--- src/rtl/bus_timer_pkg.sv ---
// Shared bus_timer constants: register addresses and TCTL bit positions, also used by
// other bus devices and CPU test code.
package bus_timer_pkg;

   localparam logic [31:0] ADDR_CNT = 32'hF000_0020;
   localparam logic [31:0] ADDR_LIM = 32'hF000_0024;
   localparam logic [31:0] ADDR_CTL = 32'hF000_0120;

   localparam int CTL_RDY = 0;
   localparam int CTL_OVR = 2;
   localparam int CTL_IE  = 8;

   typedef enum logic [1:0] {
      SEL_NONE,
      SEL_CNT,
      SEL_LIM,
      SEL_CTL
   } reg_sel_e;

endpackage

--- src/rtl/bus_timer_if.sv ---
// CPU data-bus port as seen by a memory-mapped device.
interface bus_timer_if #(
   parameter int DBITS = 32
);

   logic [DBITS-1:0] addrBus;
   logic [DBITS-1:0] wrData;
   logic             weBus;
   logic             reBus;
   logic [DBITS-1:0] rdData;

   modport master (
      output addrBus,
      output wrData,
      output weBus,
      output reBus,
      input  rdData
   );

   modport slave (
      input  addrBus,
      input  wrData,
      input  weBus,
      input  reBus,
      output rdData
   );

endinterface

--- src/rtl/bus_timer_tick_prescaler.sv ---
// Divides the system clock into a one-cycle tick every CLK_DIV clocks; clear restarts
// the count so a freshly written timer gets a full first period.
module tick_prescaler #(
   parameter int unsigned CLK_DIV = 32'd100000
) (
   input  logic clk,
   input  logic reset,
   input  logic clear,
   output logic tick
);

   localparam int W = (CLK_DIV > 1) ? $clog2(CLK_DIV) : 1;
   localparam logic [W-1:0] LAST = W'(CLK_DIV - 1);

   logic [W-1:0] count;

   assign tick = (count == LAST);

   always_ff @(posedge clk) begin
      if (reset || clear) begin
         count <= '0;
      end else if (tick) begin
         count <= '0;
      end else begin
         count <= count + W'(1);
      end
   end

endmodule

--- src/rtl/bus_timer.sv ---
// Memory-mapped interval timer: TCNT/TLIM/TCTL registers on the CPU bus, counting
// prescaled ticks up to TLIM and raising a level interrupt while IE and RDY are set.
module bus_timer #(
   parameter int               DBITS    = 32,
   parameter int unsigned      CLK_DIV  = 32'd100000,
   parameter logic [DBITS-1:0] ADDR_CNT = bus_timer_pkg::ADDR_CNT,
   parameter logic [DBITS-1:0] ADDR_LIM = bus_timer_pkg::ADDR_LIM,
   parameter logic [DBITS-1:0] ADDR_CTL = bus_timer_pkg::ADDR_CTL,
   parameter logic [DBITS-1:0] INT_ID   = 'h1
) (
   input  logic             clk,
   input  logic             reset,
   bus_timer_if.slave       bus,
   output logic             inta,
   output logic [DBITS-1:0] idn
);

   import bus_timer_pkg::*;

   logic [DBITS-1:0] tcnt;
   logic [DBITS-1:0] tlim;
   logic             ie;
   logic             rdy;
   logic             ovr;

   reg_sel_e sel;
   logic     cnt_we;
   logic     lim_we;
   logic     ctl_we;
   logic     tick;
   logic     tick_eff;
   logic     wrap;

   always_comb begin
      sel = SEL_NONE;
      if (bus.addrBus == ADDR_CNT) begin
         sel = SEL_CNT;
      end else if (bus.addrBus == ADDR_LIM) begin
         sel = SEL_LIM;
      end else if (bus.addrBus == ADDR_CTL) begin
         sel = SEL_CTL;
      end
   end

   assign cnt_we = bus.weBus && (sel == SEL_CNT);
   assign lim_we = bus.weBus && (sel == SEL_LIM);
   assign ctl_we = bus.weBus && (sel == SEL_CTL);

   tick_prescaler #(
      .CLK_DIV (CLK_DIV)
   ) u_prescaler (
      .clk   (clk),
      .reset (reset),
      .clear (cnt_we || lim_we),
      .tick  (tick)
   );

   // A store to TCNT or TLIM swallows a coincident tick.
   assign tick_eff = tick && !(cnt_we || lim_we);
   assign wrap     = tick_eff && (tlim != '0) && (tcnt == tlim - DBITS'(1));

   always_ff @(posedge clk) begin
      if (reset) begin
         tcnt <= '0;
         tlim <= '0;
         ie   <= 1'b0;
         rdy  <= 1'b0;
         ovr  <= 1'b0;
      end else begin
         if (lim_we) begin
            tlim <= bus.wrData;
            tcnt <= '0;
         end else if (cnt_we) begin
            tcnt <= bus.wrData;
         end else if (wrap) begin
            tcnt <= '0;
         end else if (tick_eff) begin
            tcnt <= tcnt + DBITS'(1);
         end
         if (ctl_we) begin
            ie <= bus.wrData[CTL_IE];
         end
         // Software can only clear the flags; a wrap in the same cycle still sets them.
         rdy <= (ctl_we ? (rdy && bus.wrData[CTL_RDY]) : rdy) || wrap;
         ovr <= (ctl_we ? (ovr && bus.wrData[CTL_OVR]) : ovr) || (wrap && rdy);
      end
   end

   always_comb begin
      bus.rdData = '0;
      if (bus.reBus) begin
         unique case (sel)
            SEL_CNT: bus.rdData = tcnt;
            SEL_LIM: bus.rdData = tlim;
            SEL_CTL: begin
               bus.rdData[CTL_IE]  = ie;
               bus.rdData[CTL_OVR] = ovr;
               bus.rdData[CTL_RDY] = rdy;
            end
            default: bus.rdData = '0;
         endcase
      end
   end

   assign inta = ie && rdy;
   assign idn  = INT_ID;

endmodule

--- src/flat_wrapper.sv ---
// flat-port wrapper written by rule: the top's interface ports become plain ports
module bus_timer_flat import bus_timer_pkg::*;
#(
   parameter int               DBITS    = 32,
   parameter int unsigned      CLK_DIV  = 32'd100000,
   parameter logic [DBITS-1:0] ADDR_CNT = bus_timer_pkg::ADDR_CNT,
   parameter logic [DBITS-1:0] ADDR_LIM = bus_timer_pkg::ADDR_LIM,
   parameter logic [DBITS-1:0] ADDR_CTL = bus_timer_pkg::ADDR_CTL,
   parameter logic [DBITS-1:0] INT_ID   = 'h1
)
  (clk, reset, inta, idn, bus_addrBus, bus_wrData, bus_weBus, bus_reBus, bus_rdData);
  bus_timer_if #(.DBITS(DBITS)) bus_i ();
  input  logic clk;
  input  logic reset;
  output logic inta;
  output logic [DBITS-1:0] idn;
  input wire logic [$bits(bus_i.addrBus)-1:0] bus_addrBus;
  input wire logic [$bits(bus_i.wrData)-1:0] bus_wrData;
  input wire logic [$bits(bus_i.weBus)-1:0] bus_weBus;
  input wire logic [$bits(bus_i.reBus)-1:0] bus_reBus;
  output wire logic [$bits(bus_i.rdData)-1:0] bus_rdData;
  assign bus_i.addrBus = bus_addrBus;
  assign bus_i.wrData = bus_wrData;
  assign bus_i.weBus = bus_weBus;
  assign bus_i.reBus = bus_reBus;
  assign bus_rdData = bus_i.rdData;
  bus_timer #(.DBITS(DBITS), .CLK_DIV(CLK_DIV), .ADDR_CNT(ADDR_CNT), .ADDR_LIM(ADDR_LIM), .ADDR_CTL(ADDR_CTL), .INT_ID(INT_ID)) u_core (.clk(clk), .reset(reset), .bus(bus_i), .inta(inta), .idn(idn));
endmodule
--- config.mk ---
export PLATFORM = sky130hd
export DESIGN_NAME = bus_timer_flat
export DESIGN_NICKNAME = d
export VERILOG_FILES = /design/src/rtl/bus_timer_pkg.sv /design/src/rtl/bus_timer_if.sv /design/src/rtl/bus_timer_tick_prescaler.sv /design/src/rtl/bus_timer.sv /design/src/flat_wrapper.sv
export SDC_FILE = /design/constraint.sdc
export NUM_CORES = 1
export LEC_CHECK = 0
export ABC_AREA = 1
export BUFFER_PORTS_ARGS = -buffer_cell sky130_fd_sc_hd__buf_2
export CAP_MARGIN = 20
export CORE_MARGIN = 4
export CORE_UTILIZATION = 53
export CTS_BUF_LIST = sky130_fd_sc_hd__clkbuf_4 sky130_fd_sc_hd__clkbuf_8
export DETAILED_ROUTE_END_ITERATION = 8
export GPL_TIMING_DRIVEN = 0
export PLACE_DENSITY = 0.8
export SYNTH_ARGS = -nofsm -noshare
export SYNTH_HDL_FRONTEND = slang
export SYNTH_SLANG_ARGS = --single-unit
--- constraint.sdc ---
create_clock -name clk -period 2.4 [get_ports clk]
set_input_delay 0.36 -clock clk [delete_from_list [all_inputs] [get_ports clk]]
set_output_delay 0.36 -clock clk [all_outputs]
set_load 0.01 [all_outputs]
==> impl_metrics.env, run 1 <==
export IMPL_outcome="finished clean"
export IMPL_via_per_inst=5.573
export IMPL_drtPass1Iterations=5
export IMPL_end_kind="register"
export IMPL_antenna_cells=0
export IMPL_netlist_area_mm2=0.006409
export IMPL_final_setup_tns_ns=0
export IMPL_cap_violations=0
export IMPL_final_hold_viol_count=0
export IMPL_drc=0
export IMPL_clkSinkCount=84
export IMPL_root_buffer="clkbuf_8"
export IMPL_grt_pass1_wl_mm=32.72
export IMPL_crit_reg2reg_launch="u_core.tlim[1]"
export IMPL_r2r_end="u_core.tcnt[6]"
export IMPL_htreeDepth=3
export IMPL_gr_usage_all_layers_pct=28.83
export IMPL_antenna_found_initial=0
export IMPL_required_ns=2.63
export IMPL_port_buffers=99
export IMPL_finalCoreUtilization_pct=69.23
export IMPL_die_w_um=118.0
export IMPL_r2r_setup_slack_ns=0.01
export IMPL_cts_tree="yes"
export IMPL_antenna_left=0
export IMPL_ctsHoldBuffers=0
export IMPL_final_cell_mix="nand2_1, nor2_1, buf_2"
export IMPL_drt_wirelength_per_cell_um=16.24
export IMPL_slew_viol_final=0
export IMPL_synth_seq_cells=84
export IMPL_synth_top_flop_cell="dfxtp_1"
export IMPL_switchingPower_uw=667.4
export IMPL_worstPathArrival_ns=2.62
export IMPL_ioPinCount=133
export IMPL_synth_cells=1038
export IMPL_dieHeight_um=118.0
export IMPL_p_clk_share_pct=41.7
export IMPL_dieArea_mm2=0.01391
export IMPL_place_gp_congestion=1.003
export IMPL_timing_final_ws_setup_ns=0.01159
export IMPL_hold_path_startpoint="bus_wrData[3]"
export IMPL_holdPathStages=3
export IMPL_synth_avg_cell_area_um2=6.174
export IMPL_clk_latency_ns=0.38
export IMPL_worstPathMaxFanout=10
export IMPL_maxSlewHeadroom_pct=44.93
export IMPL_rows=39
export IMPL_pre_cts_ws_ns=-0.3061
export IMPL_p_comb_share_pct=7.3
export IMPL_powerDensity_mw_per_mm2=340.3
export IMPL_max_freq_ghz=0.4187
export IMPL_cts_buffer_depth=2
export IMPL_async_flop_share_pct=0
export IMPL_min_to="u_core.tlim[3]"
export IMPL_min_period_over_period_pct=99.52
export IMPL_vias=7512
export IMPL_worst_pin_slew_ns=0.8261
export IMPL_grt_pass1_vias=6564
export IMPL_switching_share_pct=24.39
export IMPL_core_mm2=0.01161
export IMPL_skew_ns=0.01350
export IMPL_rsz0062_at_grt="yes"
export IMPL_synth_seq_area_share_pct=26.24
export IMPL_dpl_hpwl_mm=15.80
export IMPL_p_leak_nw=3.527
export IMPL_peakVddDrop_mv=0.3565
export IMPL_gr_total_overflow=0
export IMPL_power_internal_mw=2.069
export IMPL_grt_start_max_net_pins=14
export IMPL_hold_class="input port to register"
export IMPL_start_util_pct=55.18
export IMPL_setup_viol=0
export IMPL_finalCriticalPeriod_ns=2.388
export IMPL_synth_enable_flop_cells=0
export IMPL_r2r_cells=15
export IMPL_finish_instance_area_mm2=0.008040
export IMPL_ys_warn_count=0
export IMPL_place_area_mm2=0.007196
export IMPL_synthToLayoutAreaGrowth_pct=25.46
export IMPL_post_route_cells_drive_above_1_share_pct=25.98
export IMPL_power_total_mw=2.736
export IMPL_pwr_share_seq_pct=51.0
export IMPL_drt_iter0_drc=767
export IMPL_dp_cells=1310
export IMPL_crit_type="register to register"
export IMPL_final_nets=1273
export IMPL_final_cells=1348
export IMPL_startpoint_type="register"
export IMPL_cts_buffers=9
export IMPL_final_common_cell="nand2_1"
export IMPL_wl_mm=21.90
export IMPL_clk_pin_slew_ns=0.09
export IMPL_whs_ns=0.2661
export IMPL_crit_start="u_core.tlim[1]"
export IMPL_synth_cell_type_count=45
-- sequential cells by signal, summed over array words and instances, names as in the netlist --
register / cells
u_core.ie: 1
u_core.ovr: 1
u_core.rdy: 1
u_core.tcnt: 32
u_core.tlim: 32
u_core.u_prescaler.count: 17
-- what timing repair did --
action / 4_1_cts / 5_1_grt
pin swaps: 1 / 23
buffers inserted: 1 / 19
setup endpoints to repair: 62 / 65
gates resized for setup: 13 / 127
cloned: 0 / 3
-- synthesized netlist by cell type, types with 4 or more instances --
cell type  number  area share [%]
a211oi_1       19             2.2
a21oi_1        78             6.1
a21oi_2         4            0.55
a22oi_1        32             3.7
buf_2           7            0.55
buf_4          32             3.7
clkbuf_1       30             1.8
dfxtp_1        84              26
ha_1            4            0.78
inv_1          92             5.4
inv_2           6            0.35
nand2_1       241              14
nand2_2        10            0.98
nand3_1        41             3.2
nand3b_1        5            0.59
nand4_1        15             1.5
nor2_1        182              11
nor2_2         16             1.6
nor2_4          4            0.70
nor3_1         32             2.5
nor3b_1         6            0.70
nor4_1          6            0.59
o21a_1          5            0.59
o21ai_0        14             1.1
o21ai_1         4            0.31
o21bai_1        4            0.47
xnor2_1        12             1.6
xor2_1         24             3.3
-- worst max path at each step --
stage	to	slack [ns]	cells after the start
5_1_grt	u_core.tcnt[2]	-0.08	14
3_3_place_gp	bus_rdData[18]	-0.26	10
4_1_cts	u_core.tcnt[0]	0.0009	14
2_1_floorplan	bus_rdData[0]	0.36	8
6_report	u_core.tcnt[6]	0.01	15
3_5_place_dp	bus_rdData[20]	-0.31	10
-- power groups by stage --
stage	registers, mW	clock network [mW]	logic (mW)
after CTS	1.40	1.14	0.192
after global placement	1.43	0	0.189
after floorplan	1.43	0	0.105
final	1.40	1.14	0.200
after global routing	1.40	1.20	0.218
after detailed placement	1.43	0	0.191
-- area by class of cell --
type,count,area (um^2)
Fill cell,1078,3573
Multi-Input combinational cell,813,4402
Clock inverter,5,77.57
Tap cell,143,178.9
Sequential cell,84,1704
Buffer,73,461.7
Clock buffer,10,131.4
Timing Repair Buffer,121,708.2
Inverter,99,376.6
-- cell families (layout without fill, tap and decap cells) --
logic type | after synthesis | count (layout) | synth area share, %
compound gates | 167 | 167 | 15.79
xor+xnor | 36 | 36 | 4.920
fa+ha+maj | 4 | 4 | 0.7810
buf+inv | 172 | 308 | 12.46
flops | 84 | 84 | 26.24
other cells | 2 | 32 | 0.1172
simple gates | 573 | 574 | 39.69
-- routing by layer --
metal	global-route usage (%)	up-vias	wire, um
met5	0	-	0
met4	9.670	0	532
met3	5.863	45	2074
met2	48.04	380	10380
met1	37.20	3455	8910
li1	-	3632	-
-- critical path: stages (launching register included) --
cell	delay [ns]
dfxtp_2	0.35
inv_2	0.09
ha_4	0.18
nand2_8	0.07
nor2_4	0.22
buf_4	0.15
nand3_1	0.07
nand2_1	0.08
nand2_1	0.05
nand2_1	0.08
nand4_1	0.19
nor2_4	0.18
nand3_4	0.19
buf_6	0.22
nand2_1	0.07
a21oi_1	0.05
Power figures use the tool's default switching activity.
==> run 2, diff against run 1 <==
Settings changed: SETUP_SLACK_MARGIN set to 0.05.
==> impl_metrics.env, run 2 (synthesis results as in run 1) <==
export IMPL_cts_tree="yes"
export IMPL_root_buffer="clkbuf_8"
export IMPL_port_buffers=99
export IMPL_max_freq_ghz=0.4204
export IMPL_ctsHoldBuffers=0
export IMPL_min_period_over_period_pct=99.11
export IMPL_cp_slowest_cell="dfxtp_4"
export IMPL_rsz0062_at_grt="yes"
export IMPL_end_kind="register"
export IMPL_synthToLayoutAreaGrowth_pct=28.99
export IMPL_place_area_mm2=0.007196
export IMPL_final_nets=1278
export IMPL_place_gp_congestion=1.003
export IMPL_drtPass1Iterations=5
export IMPL_whs_ns=0.2651
export IMPL_grt_start_max_net_pins=14
export IMPL_p_leak_nw=3.599
export IMPL_power_total_mw=2.732
export IMPL_core_mm2=0.01161
export IMPL_startpoint_type="register"
export IMPL_clk_latency_ns=0.38
export IMPL_gr_total_overflow=0
export IMPL_dpl_hpwl_mm=15.80
export IMPL_required_ns=2.62
export IMPL_finalCriticalPeriod_ns=2.379
export IMPL_crit_type="register to register"
export IMPL_finish_instance_area_mm2=0.008267
export IMPL_clkSinkCount=84
export IMPL_setup_viol=0
export IMPL_final_common_cell="nand2_1"
export IMPL_final_setup_tns_ns=0
export IMPL_cap_violations=0
export IMPL_post_route_cells_drive_above_1_share_pct=28.93
export IMPL_drc=0
export IMPL_antenna_found_initial=0
export IMPL_final_hold_viol_count=0
export IMPL_start_util_pct=55.18
export IMPL_grt_pass1_vias=6686
export IMPL_drt_wirelength_per_cell_um=16.42
export IMPL_antenna_left=0
export IMPL_worst_pin_slew_ns=0.7984
export IMPL_wl_mm=22.22
export IMPL_final_cell_mix="nand2_1, nor2_1, buf_2"
export IMPL_reg_largest_list="u_core.tcnt x32, u_core.tlim x32, u_core.u_prescaler.count x17"
export IMPL_slew_viol_final=0
export IMPL_dieHeight_um=118.0
export IMPL_hold_class="input port to register"
export IMPL_maxSlewHeadroom_pct=46.77
export IMPL_slowest_delay_ns=0.37
export IMPL_antenna_cells=0
export IMPL_vias=7596
export IMPL_peakVddDrop_mv=0.3543
export IMPL_crit_family="simple AND/OR/NAND/NOR gates"
export IMPL_skew_ns=0.01490
export IMPL_die_w_um=118.0
export IMPL_cts_buffer_depth=2
export IMPL_powerDensity_mw_per_mm2=330.5
export IMPL_critPathMostFrequentCell="nand2_1"
export IMPL_timing_final_ws_setup_ns=0.02146
export IMPL_outcome="finished clean"
export IMPL_dieArea_mm2=0.01391
export IMPL_drt_iter0_drc=724
export IMPL_grt_pass1_wl_mm=33.29
export IMPL_cts_buffers=9
export IMPL_multi_input_area_mm2=0.004554
export IMPL_rows=39
export IMPL_path_buf_inv=4
export IMPL_pre_cts_ws_ns=-0.3061
export IMPL_gr_usage_all_layers_pct=29.30
export IMPL_htreeDepth=3
export IMPL_regArea_mm2=0.001717
export IMPL_via_per_inst=5.614
export IMPL_clk_pin_slew_ns=0.09
export IMPL_worstPathArrival_ns=2.60
export IMPL_ioPinCount=133
export IMPL_worstPathMaxFanout=6
export IMPL_path_cells="inv_4 -> ha_4 -> nand2_8 -> nor2_4 -> buf_4 -> nand3_1 -> nand2_1 -> nand2_1 -> nand2_1 -> nand4_1 -> nor2_4 -> nand3_4 -> buf_6 -> buf_8 -> nand2_4 -> a21oi_2"
export IMPL_n_fill_cell=1024
[run 2: cell count changes in the layout (fill, tap and decap cells not counted), moves of 4 or more]
cell | previous run | this run
a22oi_1 | 32 | 23
buf_4 | 56 | 60
nand2_4 | 12 | 16
nor2_4 | 16 | 22
nor2_1 | 166 | 158
dfxtp_1 | 72 | 68
a22oi_2 | 0 | 9
nand2_1 | 219 | 215
[run 2: layout make-up]
| class | instances | share of cell area (%) |
|---|---|---|
| inverters | 99 | 4.616 |
| clock inverters | 5 | 0.9384 |
| flip-flops and latches | 84 | 20.77 |
| repair buffers | 127 | 9.217 |
| multi-input cells | 812 | 55.09 |
| well taps | 143 | 2.164 |
| plain buffers | 73 | 5.615 |
| clock buffers | 10 | 1.589 |
[run 2: report_power, final]
group	switching, mW	internal [mW]	leakage [nW]
Clock	0.547	0.589	0.106
Combinational	0.117	0.0870	2.81
Sequential	0.00258	1.39	0.687
[run 2: repair_timing]
action	4_1_cts	5_1_grt
resized for setup	41	147
pin swaps	11	34
setup endpoints to repair	63	67
setup buffers	11	15
gates cloned	2	0
[run 2: path summary, 6_finish.rpt]
check | from | to | slack [ns] | cells after the start
setup / recovery | u_core.tlim[1] | u_core.tcnt[25] | 0.02 | 16
setup reg to reg | u_core.tlim[1] | u_core.tcnt[25] | 0.02 | 16
hold / removal | bus_wrData[20] | u_core.tlim[20] | 0.27 | 3
hold reg to reg | u_core.u_prescaler.count[0] | u_core.u_prescaler.count[0] | 0.42 | 1
[run 2: layer usage]
metal / track usage [%] / wire length [um] / up-vias
met5: 0 / 0 / -
met4: 12.09 / 839 / 0
met3: 4.950 / 2029 / 64
met2: 48.19 / 10580 / 371
met1: 38.07 / 8764 / 3505
li1: - / - / 3656
[run 2: per-stage QoR]
stage          util (%)  cells
6_report          71.18   1353
2_1_floorplan         -   1068
4_1_cts           65.93   1338
3_3_place_gp      61.96   1310
3_5_place_dp      61.96   1310
5_1_grt           71.18   1353
[run 2: worst reg2reg max path, delay by kind of cell (launching register included)]
kind / cells / cell delay, ns
AND/OR/NAND/NOR: 10 / 1.12
buffers and inverters: 4 / 0.51
flip-flops: 1 / 0.37
adder cells (fa/ha/maj): 1 / 0.17
AO/OA/AOI/OAI: 1 / 0.06
==> run 3, diff against run 2 <==
Settings changed: ABC_CLOCK_PERIOD_IN_PS set to 2400, CTS_BUF_LIST sky130_fd_sc_hd__clkbuf_4 sky130_fd_sc_hd__clkbuf_8 to sky130_fd_sc_hd__clkbuf_16.
==> impl_metrics.env, run 3 (synthesis results as in run 1) <==
export IMPL_outcome="finished clean"
export IMPL_startpoint_type="register"
export IMPL_dp_cells=1310
export IMPL_via_per_inst=5.579
export IMPL_crit_type="register to register"
export IMPL_cp_endpoint="u_core.tcnt[9]"
export IMPL_p_clk_share_pct=48.2
export IMPL_worstPathArrival_ns=2.58
export IMPL_grt_pass1_vias=6718
export IMPL_final_hold_viol_count=0
export IMPL_p_leak_nw=3.556
export IMPL_r2r_setup_slack_ns=0.03
export IMPL_wl_mm=21.99
export IMPL_final_cells=1346
export IMPL_skew_ns=0.008031
export IMPL_pwr_share_seq_pct=45.4
export IMPL_switchingPower_uw=699.5
export IMPL_min_period_over_period_pct=98.60
export IMPL_clk_latency_ns=0.35
export IMPL_vias=7509
export IMPL_rsz0062_at_grt="yes"
export IMPL_crit_reg2reg_launch="u_core.tlim[2]"
export IMPL_gr_total_overflow=0
export IMPL_drc=0
export IMPL_setup_viol=0
export IMPL_rows=39
export IMPL_clk_pin_slew_ns=0.06
export IMPL_reg_largest_list="u_core.tcnt x32, u_core.tlim x32, u_core.u_prescaler.count x17"
export IMPL_grt_pass1_wl_mm=33.64
export IMPL_core_mm2=0.01161
export IMPL_drtPass1Iterations=5
export IMPL_switching_share_pct=22.71
export IMPL_die_w_um=118.0
export IMPL_final_nets=1271
export IMPL_antenna_left=0
export IMPL_post_route_cells_drive_above_1_share_pct=24.94
export IMPL_required_ns=2.61
export IMPL_cts_buffers=9
export IMPL_clkSinkCount=84
export IMPL_place_gp_congestion=1.003
export IMPL_drt_iter0_drc=705
export IMPL_peakVddDrop_mv=0.4622
export IMPL_whs_ns=0.3012
export IMPL_dpl_hpwl_mm=15.80
export IMPL_crit_start="u_core.tlim[2]"
export IMPL_finalCoreUtilization_pct=69.66
export IMPL_synthToLayoutAreaGrowth_pct=26.24
export IMPL_port_buffers=99
export IMPL_final_cell_mix="nand2_1, nor2_1, buf_2"
export IMPL_p_comb_share_pct=6.4
export IMPL_end_kind="register"
export IMPL_antenna_cells=0
export IMPL_cts_buffer_depth=2
export IMPL_r2r_end="u_core.tcnt[9]"
export IMPL_max_freq_ghz=0.4226
export IMPL_start_util_pct=55.18
export IMPL_pre_cts_ws_ns=-0.3061
export IMPL_slew_viol_final=0
export IMPL_final_common_cell="nand2_1"
export IMPL_ctsHoldBuffers=0
export IMPL_n_fill_cell=1062
export IMPL_worstPathMaxFanout=7
export IMPL_cts_tree="yes"
export IMPL_finalCriticalPeriod_ns=2.366
export IMPL_gr_usage_all_layers_pct=29.71
export IMPL_power_internal_mw=2.381
export IMPL_dieHeight_um=118.0
export IMPL_drt_wirelength_per_cell_um=16.33
export IMPL_ioPinCount=133
export IMPL_multi_input_area_mm2=0.004333
export IMPL_powerDensity_mw_per_mm2=380.7
export IMPL_r2r_cells=14
export IMPL_worst_pin_slew_ns=0.8005
export IMPL_hold_class="input port to register"
export IMPL_cap_violations=0
export IMPL_maxSlewHeadroom_pct=46.64
export IMPL_antenna_found_initial=0
export IMPL_dieArea_mm2=0.01391
export IMPL_holdPathStages=3
export IMPL_grt_start_max_net_pins=14
export IMPL_root_buffer="clkbuf_16"
export IMPL_timing_final_ws_setup_ns=0.03371
export IMPL_regArea_mm2=0.001698
export IMPL_htreeDepth=3
==> run 3: worst max-delay path: stages, from the launching register on <==
cell	delay, ns
dfxtp_1	0.38
nor2_4	0.21
nand2_8	0.09
nor2_4	0.25
nand2_2	0.12
o21ai_1	0.17
nand2_1	0.07
nand2_1	0.08
nand4_1	0.11
nor2_2	0.20
nand3_4	0.11
buf_12	0.16
clkbuf_16	0.17
nand2_2	0.05
a21oi_1	0.05
==> run 3: repair_timing <==
action / in CTS / in global routing
gates resized for setup: 30 / 94
pin swaps: 6 / 22
gates cloned: 2 / 1
buffers inserted: 7 / 11
endpoints found under the setup margin: 63 / 66
==> run 3: how the worst min path moves through the flow <==
stage / end / start / slack (ns)
floorplan: u_core.u_prescaler.count[0] / u_core.u_prescaler.count[0] / 0.42
global placement: u_core.u_prescaler.count[0] / u_core.u_prescaler.count[0] / 0.43
detailed placement: u_core.u_prescaler.count[0] / u_core.u_prescaler.count[0] / 0.44
CTS: u_core.tlim[7] / bus_wrData[7] / 0.29
global route: u_core.tlim[7] / bus_wrData[7] / 0.31
finish: u_core.tlim[1] / bus_wrData[1] / 0.30
==> run 3: layout make-up <==
type,instances,area share (%)
buffer,73,6.032
inverter,99,4.624
timing repair buffer,120,8.800
tap,143,2.212
sequential,84,20.99
clock buffer,9,2.784
clock inverter,6,1.005
multi-input combinational,812,53.56
==> run 3: metal layers <==
layer	vias to the layer above	GRT usage, %	part of all wire, %
met5	-	0	0
met3	61	6.391	8.8
li1	3642	-	-
met4	0	11.87	3.6
met1	3425	37.55	40
met2	381	49.30	48
==> run 3: power groups by stage <==
stage / clock [mW] / sequential [mW] / combinational, mW
floorplan: 0 / 1.43 / 0.105
global placement: 0 / 1.43 / 0.189
detailed placement: 0 / 1.43 / 0.191
CTS: 1.49 / 1.40 / 0.192
global route: 1.55 / 1.40 / 0.216
finish: 1.48 / 1.40 / 0.198
==> run 3: through the flow <==
stage | power, mW | instance area, um^2 | setup TNS [ns]
final | 3.080 | 8090 | 0
after global routing | 3.165 | 8090 | -1.237
after CTS | 3.085 | 7696 | 0
after detailed placement | 1.623 | 7196 | -13.46
after global placement | 1.621 | 7196 | -11.90
after floorplan | 1.537 | 6521 | 0
